<file path="src/rtl/lv_scan_reg_bist_rsp_pkg.sv">
// ---------------------------------------------------------------------------
// lv_param -- shared constants and types for the scan-register BIST responder.
//
// Contents:
//   LV_SCAN_REG_NUM : default number of scan registers checked per BIST run
//   bist_state_e    : responder FSM state encoding
//   PAR_ODD         : parity kind of the register-file read word (odd parity)
//   par_err()       : returns 1 when a 9-bit {parity, data} word breaks PAR_ODD
// ---------------------------------------------------------------------------
package lv_param;

    localparam int LV_SCAN_REG_NUM = 16;

    typedef enum logic [1:0] {
        ST_IDLE    = 2'd0,
        ST_RD_REQ  = 2'd1,
        ST_RD_WAIT = 2'd2,
        ST_ACK     = 2'd3
    } bist_state_e;

    // 1: the nine bits {parity, data} must contain an odd number of ones.
    localparam bit PAR_ODD = 1'b1;

    function automatic logic par_err(input logic [8:0] word);
        return (^word) != PAR_ODD;
    endfunction

endpackage

</file>
<file path="src/rtl/lv_scan_reg_bist.sv">
// ---------------------------------------------------------------------------
// lv_scan_reg_bist_rsp -- answers BIST scan-register check requests.
//
// Each request reads the next scan register (reg_idx) from the register file,
// checks its odd parity and returns a one-cycle ack with the error flag.
// A missing read response times out after RD_TMO_TH wait cycles and reports
// an error. Once all LV_SCAN_REG_NUM registers are done, further requests are
// acked immediately with an error and no read.
//
// Ports:
//   i_clk                : clock, rising edge
//   i_rst                : asynchronous active-high reset
//   i_bist_en            : BIST window; low aborts and clears the run
//   i_bist_scan_reg_req  : level request, held until ack
//   o_scan_reg_bist_ack  : one-cycle completion pulse
//   o_scan_reg_bist_err  : check result, qualified by ack (0 otherwise)
//   o_reg_rd_en          : one-cycle read strobe to the register file
//   o_reg_rd_addr        : register index being read
//   i_reg_rd_vld         : read data valid
//   i_reg_rd_data        : {parity, data[7:0]}
// ---------------------------------------------------------------------------
module lv_scan_reg_bist_rsp #(
    parameter int LV_SCAN_REG_NUM = lv_param::LV_SCAN_REG_NUM,
    parameter int REG_ADDR_W      = $clog2(LV_SCAN_REG_NUM),
    parameter int RD_TMO_TH       = 16
) (
    input  logic                  i_clk,
    input  logic                  i_rst,
    input  logic                  i_bist_en,
    input  logic                  i_bist_scan_reg_req,
    output logic                  o_scan_reg_bist_ack,
    output logic                  o_scan_reg_bist_err,
    output logic                  o_reg_rd_en,
    output logic [REG_ADDR_W-1:0] o_reg_rd_addr,
    input  logic                  i_reg_rd_vld,
    input  logic [8:0]            i_reg_rd_data
);
    import lv_param::*;

    // reg_idx must be able to hold LV_SCAN_REG_NUM itself (the "all done" value).
    localparam int IDX_W = $clog2(LV_SCAN_REG_NUM + 1);
    localparam int CNT_W = (RD_TMO_TH > 1) ? $clog2(RD_TMO_TH) : 1;

    localparam logic [IDX_W-1:0] IDX_DONE = IDX_W'(LV_SCAN_REG_NUM);
    localparam logic [CNT_W-1:0] TMO_LAST = CNT_W'(RD_TMO_TH - 1);

    bist_state_e           r_state;
    logic [IDX_W-1:0]      r_reg_idx;
    logic [CNT_W-1:0]      r_tmo_cnt;
    logic                  r_ack;
    logic                  r_err;
    logic                  r_rd_en;
    logic [REG_ADDR_W-1:0] r_rd_addr;

    logic                  w_par_err;

    assign w_par_err = par_err(i_reg_rd_data);

    always_ff @(posedge i_clk or posedge i_rst) begin
        if (i_rst) begin
            r_state   <= ST_IDLE;
            r_reg_idx <= '0;
            r_tmo_cnt <= '0;
            r_ack     <= 1'b0;
            r_err     <= 1'b0;
            r_rd_en   <= 1'b0;
            r_rd_addr <= '0;
        end else if (!i_bist_en) begin
            // Closing the BIST window drops any transaction in flight silently.
            r_state   <= ST_IDLE;
            r_reg_idx <= '0;
            r_tmo_cnt <= '0;
            r_ack     <= 1'b0;
            r_err     <= 1'b0;
            r_rd_en   <= 1'b0;
            r_rd_addr <= '0;
        end else begin
            // Strobes are single-cycle; err is only meaningful alongside ack,
            // so it is cleared together with it.
            r_ack   <= 1'b0;
            r_err   <= 1'b0;
            r_rd_en <= 1'b0;

            case (r_state)
                ST_IDLE: begin
                    if (i_bist_scan_reg_req) begin
                        if (r_reg_idx == IDX_DONE) begin
                            // Every register already checked: answer at once.
                            r_state <= ST_ACK;
                            r_ack   <= 1'b1;
                            r_err   <= 1'b1;
                        end else begin
                            r_state   <= ST_RD_REQ;
                            r_rd_en   <= 1'b1;
                            r_rd_addr <= REG_ADDR_W'(r_reg_idx);
                        end
                    end
                end

                ST_RD_REQ: begin
                    r_state   <= ST_RD_WAIT;
                    r_tmo_cnt <= '0;
                end

                ST_RD_WAIT: begin
                    // Valid data wins over a timeout landing in the same cycle.
                    if (i_reg_rd_vld) begin
                        r_state <= ST_ACK;
                        r_ack   <= 1'b1;
                        r_err   <= w_par_err;
                    end else if (r_tmo_cnt == TMO_LAST) begin
                        r_state <= ST_ACK;
                        r_ack   <= 1'b1;
                        r_err   <= 1'b1;
                    end else begin
                        r_tmo_cnt <= r_tmo_cnt + CNT_W'(1);
                    end
                end

                ST_ACK: begin
                    r_state <= ST_IDLE;
                    if (r_reg_idx != IDX_DONE) begin
                        r_reg_idx <= r_reg_idx + IDX_W'(1);
                    end
                end

                default: begin
                    r_state <= ST_IDLE;
                end
            endcase
        end
    end

    assign o_scan_reg_bist_ack = r_ack;
    assign o_scan_reg_bist_err = r_err;
    assign o_reg_rd_en         = r_rd_en;
    assign o_reg_rd_addr       = r_rd_addr;

endmodule

</file>
<file path="config.mk">
export PLATFORM = sky130hd
export DESIGN_NAME = lv_scan_reg_bist_rsp
export DESIGN_NICKNAME = d
export VERILOG_FILES = /design/src/rtl/lv_scan_reg_bist_rsp_pkg.sv /design/src/rtl/lv_scan_reg_bist.sv
export SDC_FILE = /design/constraint.sdc
export NUM_CORES = 1
export LEC_CHECK = 0
export CAP_MARGIN = 0
export CORE_ASPECT_RATIO = 1.25
export CORE_MARGIN = 1
export CORE_UTILIZATION = 30
export CTS_CLUSTER_SIZE = 40
export DETAILED_ROUTE_END_ITERATION = 7
export SKIP_LAST_GASP = 1
export SYNTH_ARGS = -nofsm -noshare
export SYNTH_HDL_FRONTEND = slang
export SYNTH_SLANG_ARGS = --single-unit
</file>
<file path="constraint.sdc">
create_clock -name i_clk -period 2.7 [get_ports i_clk]
set_input_delay 0.405 -clock i_clk [delete_from_list [all_inputs] [get_ports i_clk]]
set_output_delay 0.405 -clock i_clk [all_outputs]
set_load 0.05 [all_outputs]
</file>
==> results.json, run 1 <==
{
  "seq_area_um2": 450,
  "multi_input_area_um2": 588,
  "place.gp.congestion": 0.749,
  "cts_hold_buf": 0,
  "syn_inst": 101,
  "crit_path_end_kind": "primary output",
  "reg2reg_from": "r_state[0]$_DFFE_PP0P_",
  "synthArstFlopShare_pct": 100,
  "cts_buffers": 3,
  "drcViolationCount": 0,
  "rows": 23,
  "htree_levels": 1,
  "cp_max_fo": 2,
  "firstDrtPassIters": 4,
  "dp_hpwl_mm": 1.64,
  "setup_tns_ns": 0,
  "crit_chain": "clkdlybuf4s50_1",
  "clock_latency_ns": 0.25,
  "fmax_mhz": 545,
  "cp_slowest_cell": "clkdlybuf4s50_1",
  "grt_usage_pct": 12.4,
  "fin_hold_ws_ns": 0.552,
  "tightest_slew_ns": 0.704,
  "period_needed_ns": 1.83,
  "final-hold-violation-count": 0,
  "cts-root-buf": "clkbuf_8",
  "ys.flop_type": "dfrtp_1",
  "wl_per_cell_um": 13.6,
  "synth_nets": 122,
  "grt_pass1_vias": 793,
  "grt_setup_unrepaired": "no",
  "syn-cell-area_um2": 1060,
  "crit_required_ns": 2.30,
  "grt_first_pass_wirelength_mm": 3.71,
  "num_antenna_cells": 0,
  "critPathKind": "flip-flop to primary output",
  "worstHoldStart": "o_reg_rd_addr[0]$_DFFE_PP0P_",
  "ys_seq_area_share_pct": 42.3,
  "drtAntennaViolNets": 0,
  "ir_worst_vdd_mv": 0.409,
  "coreArea_um2": 3310,
  "slew_headroom_pct": 53.0,
  "post_cts.repair.setup_buffers": 0,
  "ys_top_cells_by_area": "dfrtp_1 (42%), ha_1 (8.2%), xnor2_1 (5.8%)",
  "setup_viol": 0,
  "arrival_ns": 1.43,
  "synth_edf_count": 0,
  "crit_family": "buffers and inverters",
  "cts_buffer_depth": 2,
  "drive_gt1_share_pct": 7.20,
  "finalClockSkew_ns": 0.00406,
  "timing.final.max_slew_violations": 0,
  "p_leak_nw": 0.606,
  "netlist.area_leader.share_pct": 42.3,
  "critPathMaxStageDelay_ns": 0.81,
  "fill_cells": 325,
  "netlist_top_cells_count": "dfrtp_1 (18), nand2_1 (8), nor2b_1 (8)",
  "clock_sinks": 18,
  "path_buf_inv": 1,
  "finalCritPeriodShare_pct": 67.9,
  "max_cap_viol_count": 0,
  "initial_core_util_pct": 32.2,
  "die_h_um": 68.6,
  "worstSetupStartpointType": "flip-flop",
  "grt_antenna_before_repair": 0,
  "final_nets": 147,
  "avgSynthCellArea_um2": 10.5,
  "overflow": 0,
  "ys_warn_count": 0,
  "p_per_area_nw_per_um2": 613,
  "hp-class": "flip-flop to flip-flop",
  "vias_per_cell": 4.91,
  "clk_pin_slew_worst_paths_ns": 0.07,
  "area_growth_syn_to_layout_pct": 28.7,
  "grt_max_degree": 19,
  "yosysTopAreaCell": "dfrtp_1",
  "yosysUniqueCellTypes": 32,
  "post_cts_resized": 0,
  "io_pins": 21,
  "final_cell_area_um2": 1370,
  "die_w_um": 55.3,
  "wl_mm": 2.21,
  "io_buffer_count": 20,
  "initialDrtViolationCount": 10,
  "status": "finished clean",
  "synth.most_common_cell": "dfrtp_1",
  "dieArea_um2": 3790,
  "postPlaceCellArea_um2": 1320,
  "cp-startpoint": "o_reg_rd_addr[2]$_DFFE_PP0P_",
  "vias": 796,
  "cts_tree": "yes",
  "ys_ff_latch": 18
}
[placed cells by master (no fill, tap or decap), types with 5 or more instances in the layout]
cell | synthesis | final
clkdlybuf4s50_1 | 0 | 20
inv_1 | 6 | 6
mux2i_1 | 6 | 6
xnor2_1 | 7 | 7
nand2_1 | 8 | 8
and2_1 | 5 | 5
nor2b_1 | 8 | 8
dfrtp_1 | 18 | 18
ha_1 | 7 | 7
[kinds of logic after synthesis]
family,share of synthesized area (%)
compound gates,8.34
mux,6.70
flops,42.3
simple gates,23.3
xor+xnor,8.70
buf+inv,2.47
fa+ha+maj,8.23
[area by class of cell]
type	instances	share of cell area, %
multi-input cells	76	42.9
flip-flops and latches	18	32.9
repair buffers	21	15.2
clock buffers	4	4.02
well taps	37	3.38
inverters	6	1.64
[state kept, by name (all words and copies together) (netlist names)]
register             count
r_reg_idx                5
o_reg_rd_addr            4
r_tmo_cnt                4
r_state                  2
o_reg_rd_en              1
o_scan_reg_bist_ack      1
o_scan_reg_bist_err      1
[worst paths after layout]
kind / to / slack (ns) / cells after the start
setup / recovery: o_reg_rd_addr[2] / 0.87 / 1
hold / removal: o_reg_rd_addr[0]$_DFFE_PP0P_ / 0.55 / 2
setup reg to reg: r_tmo_cnt[0]$_DFFE_PP0P_ / 1.02 / 6
hold reg to reg: o_reg_rd_addr[0]$_DFFE_PP0P_ / 0.55 / 2
max in group asynchronous: r_reg_idx[4]$_DFFE_PP0P_ / 1.70 / 2
min in group asynchronous: r_state[0]$_DFFE_PP0P_ / 0.56 / 2
[metal layers]
layer  global-route usage, %  vias to the layer above  routed length [um]
li1                        -                      399                   -
met4                    3.75                        0                  18
met3                    1.68                        2                  92
met2                    22.9                       18                1080
met5                       0                        -                   0
met1                    15.1                      377                1020
[metrics by stage]
| step | cells | utilization, % | power, W | setup WS, ns |
|---|---|---|---|---|
| global placement | 158 | 39.7 | 0.000601 | 0.816 |
| global route | 162 | 41.4 | 0.000891 | 0.834 |
| detailed placement | 158 | 39.7 | 0.000615 | 0.746 |
| floorplan | 101 | - | 0.000534 | 1.26 |
| CTS | 162 | 41.4 | 0.000845 | 0.861 |
| finish | 162 | 41.4 | 0.000840 | 0.866 |
[power by group]
group / total (W) / switching [W] / internal, W / leakage (nW)
clock: 0.000228 / 0.0000989 / 0.000130 / 0.0288
combinational: 0.000292 / 0.000160 / 0.000132 / 0.329
sequential: 0.000319 / 0.0000250 / 0.000294 / 0.249
No activity file was read; power rests on OpenSTA's default activity.
==> run 2, diff against run 1 <==
clock period = 1.83 ns   (was 2.7 ns; I/O delays follow)
==> run 2 against run 1 <==
Sequential share of layout area decreased by 0.36 points. Die area unchanged. Cell area grew 1.1%. Critical path type unchanged. Critical endpoint unchanged. Non-clock buffer count is 2 higher. Sequential cell count did not move.
==> results.json, run 2 (same netlist as run 1, synthesis figures left out) <==
{
  "status": "finished clean",
  "num_antenna_cells": 0,
  "drtAntennaViolNets": 0,
  "rows": 23,
  "cts-root-buf": "clkbuf_8",
  "io_buffer_count": 20,
  "pwr-share-comb_pct": 35.3,
  "clk_pin_slew_worst_paths_ns": 0.07,
  "dp.cells": 160,
  "fill_cells": 319,
  "final_nets": 149,
  "worstSetupStartpointType": "flip-flop",
  "final_cell_area_um2": 1390,
  "crit_required_ns": 1.56,
  "cts_buffer_depth": 2,
  "drcViolationCount": 0,
  "clock_latency_ns": 0.25,
  "critPathKind": "flip-flop to primary output",
  "grt_usage_pct": 12.1,
  "post_cts.repair.setup_buffers": 0,
  "reg2reg_from": "r_reg_idx[0]$_DFFE_PP0P_",
  "total_power_w": 0.00122,
  "final_cell_mix": "clkdlybuf4s50_1 (20), dfrtp_1 (18), nor2b_1 (8), nand2_1 (8)",
  "fin_cells": 164,
  "p_leak_nw": 0.617,
  "largest_reg_flops": 5,
  "drive_gt1_share_pct": 8.66,
  "vias": 785,
  "seq_power_share_pct": 38.3,
  "die_w_um": 55.3,
  "arrival_ns": 1.42,
  "firstDrtPassIters": 4,
  "area_growth_syn_to_layout_pct": 30.1,
  "die_h_um": 68.6,
  "post_cts_resized": 0,
  "finalClockSkew_ns": 0.00436,
  "grt_pass1_vias": 797,
  "p_sw_share_pct": 32.6,
  "critPathMaxStageDelay_ns": 0.81,
  "initialDrtViolationCount": 8,
  "reg2reg_slack_ns": 0.26,
  "crit_path_end_kind": "primary output",
  "dp_hpwl_mm": 1.63,
  "tightest_slew_ns": 0.507,
  "overflow": 0,
  "path_buf_inv": 1,
  "crit_chain": "clkdlybuf4s50_1",
  "p_int_w": 0.000825,
  "cts_tree": "yes",
  "p_per_area_nw_per_um2": 884,
  "ir_worst_vdd_mv": 0.517,
  "postPlaceCellArea_um2": 1330,
  "wl_mm": 2.11,
  "setup_tns_ns": 0,
  "crit_family": "buffers and inverters",
  "dieArea_um2": 3790,
  "cp_max_fo": 2,
  "timing.final.max_slew_violations": 0,
  "clock_sinks": 18,
  "io_pins": 21,
  "fin_hold_ws_ns": 0.342,
  "setup_viol": 0,
  "cts_buffers": 3,
  "r2r_cells": 6,
  "grt_setup_unrepaired": "no",
  "grt_antenna_before_repair": 0,
  "final_common_cell": "clkdlybuf4s50_1",
  "final-hold-violation-count": 0,
  "place.gp.congestion": 0.693,
  "wl_per_cell_um": 12.9,
  "fmax_mhz": 592,
  "top_register": "r_reg_idx",
  "grt_first_pass_wirelength_mm": 3.61,
  "cp_slowest_cell": "clkdlybuf4s50_1",
  "clkPwrFrac_pct": 26.4,
  "period_needed_ns": 1.69,
  "coreArea_um2": 3310,
  "initial_core_util_pct": 32.2,
  "grt_max_degree": 19,
  "vias_per_cell": 4.79,
  "worst_r2r_endpoint": "o_reg_rd_addr[3]$_DFFE_PP0P_",
  "cts_hold_buf": 0,
  "htree_levels": 1,
  "hp-class": "primary input to async pin",
  "switchingPower_w": 0.000399,
  "finalCritPeriodShare_pct": 92.3,
  "slew_headroom_pct": 66.1,
  "max_cap_viol_count": 0
}
-- run 2: cell count changes in the layout (fill, tap and decap cells not counted) --
cell | before | now
buf_4 | 1 | 3
-- run 2: per-layer routing --
layer	GRT usage [%]	share of wire (%)	wire, um
met5	0	0	0
met3	1.49	4.1	86
met1	14.9	45	950
met4	6.25	1.1	24
met2	21.2	50	1050
-- run 2: final cells by class --
type                    instances  area, um2  share of cell area [%]
inverters                       6       22.5                    1.63
clock buffers                   4       55.1                    3.97
well taps                      37       46.3                    3.34
flip-flops and latches         18        450                    32.5
repair buffers                 23        223                    16.1
multi-input cells              76        588                    42.5
-- run 2: power groups by stage --
| stage | sequential (W) | combinational, W | clock, W |
|---|---|---|---|
| floorplan | 0.000503 | 0.000284 | 0 |
| global placement | 0.000475 | 0.000419 | 0 |
| detailed placement | 0.000477 | 0.000437 | 0 |
| CTS | 0.000469 | 0.000438 | 0.000334 |
| global route | 0.000477 | 0.000482 | 0.000358 |
| finish | 0.000469 | 0.000432 | 0.000323 |
-- run 2: worst max-delay path by stage --
stage	from	to	slack, ns	cells after the start
floorplan	r_state[0]$_DFFE_PP0P_	r_tmo_cnt[0]$_DFFE_PP0P_	0.39	6
global placement	i_reg_rd_data[5]	o_scan_reg_bist_err$_DFF_PP0_	0.08	5
detailed placement	i_reg_rd_data[5]	o_scan_reg_bist_err$_DFF_PP0_	-0.03	5
CTS	o_reg_rd_addr[2]$_DFFE_PP0P_	o_reg_rd_addr[2]	0.13	1
global route	o_reg_rd_addr[3]$_DFFE_PP0P_	o_reg_rd_addr[3]	0.09	1
finish	o_reg_rd_addr[2]$_DFFE_PP0P_	o_reg_rd_addr[2]	0.14	1
-- run 2: stage by stage --
stage               util (%)  setup slack (ns)
finish                  41.9             0.140
global route            41.9            0.0894
CTS                     41.9             0.133
detailed placement      40.2           -0.0328
global placement        40.2            0.0783
floorplan                  -             0.391
==> run 3, diff against run 2 <==
clock period = 1.6 ns   (was 1.83 ns; I/O delays follow)
==> run 3 against run 2 <==
Largest power group unchanged. Largest cell class unchanged. Highest routed layer unchanged. Worst hold slack lost 0.032 ns. Die area is the same. Setup slack got worse by 0.069 ns. Register-to-register slack lost 0.11 ns. Combinational power up 21%.
==> results.json, run 3 (same netlist as run 1, synthesis figures left out) <==
{
  "wl_per_cell_um": 12.8,
  "firstDrtPassIters": 3,
  "rows": 23,
  "cts_buffers": 3,
  "htree_levels": 1,
  "vias": 830,
  "hp-class": "primary input to async pin",
  "critPathKind": "primary input to flip-flop",
  "seq_power_share_pct": 37.3,
  "fin_hold_ws_ns": 0.310,
  "finalClockSkew_ns": 0.00142,
  "p_per_area_nw_per_um2": 1020,
  "slew_headroom_pct": 83.3,
  "dp_hpwl_mm": 1.69,
  "post_cts.repair.setup_buffers": 0,
  "grt_first_pass_wirelength_mm": 3.68,
  "final_nets": 153,
  "cts_hold_buf": 0,
  "arrival_ns": 1.68,
  "clk_pin_slew_worst_paths_ns": 0.07,
  "top_register": "r_reg_idx",
  "max_cap_viol_count": 0,
  "worstSetupStartpointType": "primary input",
  "area_growth_syn_to_layout_pct": 31.7,
  "grt_max_degree": 19,
  "p_leak_nw": 0.651,
  "period_needed_ns": 1.53,
  "pwr-share-comb_pct": 36.5,
  "status": "finished clean",
  "p_sw_share_pct": 32.7,
  "cts_tree": "yes",
  "finalCritPeriodShare_pct": 95.6,
  "grt_usage_pct": 12.3,
  "tightest_slew_ns": 0.248,
  "initialDrtViolationCount": 10,
  "timing.final.max_slew_violations": 0,
  "io_buffer_count": 20,
  "clock_latency_ns": 0.25,
  "initial_core_util_pct": 32.2,
  "drtAntennaViolNets": 0,
  "largest_reg_flops": 5,
  "die_w_um": 55.3,
  "crit_required_ns": 1.76,
  "setup_viol": 0,
  "clkPwrFrac_pct": 26.2,
  "grt_antenna_before_repair": 0,
  "utilization_pct": 42.4,
  "fmax_mhz": 654,
  "place.gp.congestion": 0.719,
  "p_int_w": 0.000964,
  "final_cell_mix": "dfrtp_1 (18), buf_4 (14), clkdlybuf4s50_1 (13)",
  "clock_sinks": 18,
  "vias_per_cell": 4.94,
  "total_power_w": 0.00143,
  "switchingPower_w": 0.000468,
  "grt_setup_unrepaired": "no",
  "overflow": 0,
  "final_common_cell": "dfrtp_1",
  "drive_gt1_share_pct": 18.3,
  "final-hold-violation-count": 0,
  "coreArea_um2": 3310,
  "die_h_um": 68.6,
  "cts_buffer_depth": 2,
  "io_pins": 21,
  "grt_pass1_vias": 850,
  "wl_mm": 2.15,
  "drcViolationCount": 0,
  "dieArea_um2": 3790,
  "crit_path_end_kind": "flip-flop",
  "num_antenna_cells": 0,
  "cp_max_fo": 2,
  "ir_worst_vdd_mv": 0.517,
  "cts-root-buf": "clkbuf_8"
}
-- run 3: cell count changes in the layout (fill, tap and decap cells not counted) --
cell and delta:
clkdlybuf4s50_1 -7, ha_2 +1, buf_4 +11, nand2_2 +1, ha_1 -1, nand2_1 -1
-- run 3: path summary, 6_finish.rpt --
check	endpoint	start	cells past startpoint	slack, ns
max in group asynchronous	o_reg_rd_en$_DFF_PP0_	i_rst	3	1.10
worst min register to register	o_reg_rd_addr[2]$_DFFE_PP0P_	o_reg_rd_addr[2]$_DFFE_PP0P_	2	0.56
worst min-delay path	o_reg_rd_addr[3]$_DFFE_PP0P_	i_rst	3	0.31
min in group i_clk	o_reg_rd_addr[2]$_DFFE_PP0P_	o_reg_rd_addr[2]$_DFFE_PP0P_	2	0.56
worst max-delay path	o_scan_reg_bist_err$_DFF_PP0_	i_reg_rd_data[5]	5	0.07
worst max register to register	o_reg_rd_addr[3]$_DFFE_PP0P_	r_reg_idx[1]$_DFFE_PP0P_	6	0.15
-- run 3: through the flow --
step / worst slack [ns] / TNS (ns) / area (um2) / cells
after detailed placement: -0.225 / -0.225 / 1340 / 164
after global placement: -0.117 / -0.117 / 1340 / 164
after CTS: 0.0418 / 0 / 1400 / 168
final: 0.0710 / 0 / 1400 / 168
after floorplan: 0.161 / 0 / 1060 / 101
after global routing: 0.0314 / 0 / 1400 / 168
-- run 3: area by class of cell --
class	count	area, um2
Inverter	6	22.5
Sequential cell	18	450
Fill cell	327	1910
Clock buffer	4	55.1
Multi-Input combinational cell	76	593
Tap cell	37	46.3
Timing Repair Buffer	27	235
-- run 3: power groups by stage --
stage / Combinational (W) / Clock (W) / Sequential [W]
3_5_place_dp: 0.000517 / 0 / 0.000541
5_1_grt: 0.000585 / 0.000415 / 0.000541
6_report: 0.000523 / 0.000375 / 0.000534
3_3_place_gp: 0.000505 / 0 / 0.000538
2_1_floorplan: 0.000325 / 0 / 0.000576
4_1_cts: 0.000519 / 0.000386 / 0.000533
-- run 3: per-layer routing --
layer	global-route usage (%)	part of all wire, %	vias up	wire length [um]
met4	4.69	0.84	0	18
met1	14.0	46	400	979
met3	2.80	3.7	2	79
met2	22.9	50	16	1070
li1	-	-	412	-
met5	0	0	-	0
-- run 3: worst max-delay path, stage by stage --
cell             delay (ns)
clkdlybuf4s50_1        0.48
xor2_1                 0.17
xnor3_1                0.43
o2111a_1               0.15
nor4_1                 0.21
-- run 3: repair_timing --
item | 4_1_cts | 5_1_grt
gates resized for setup | 0 | 2
hold endpoints to repair | 0 | 0
endpoints found under the setup margin | 0 | 5
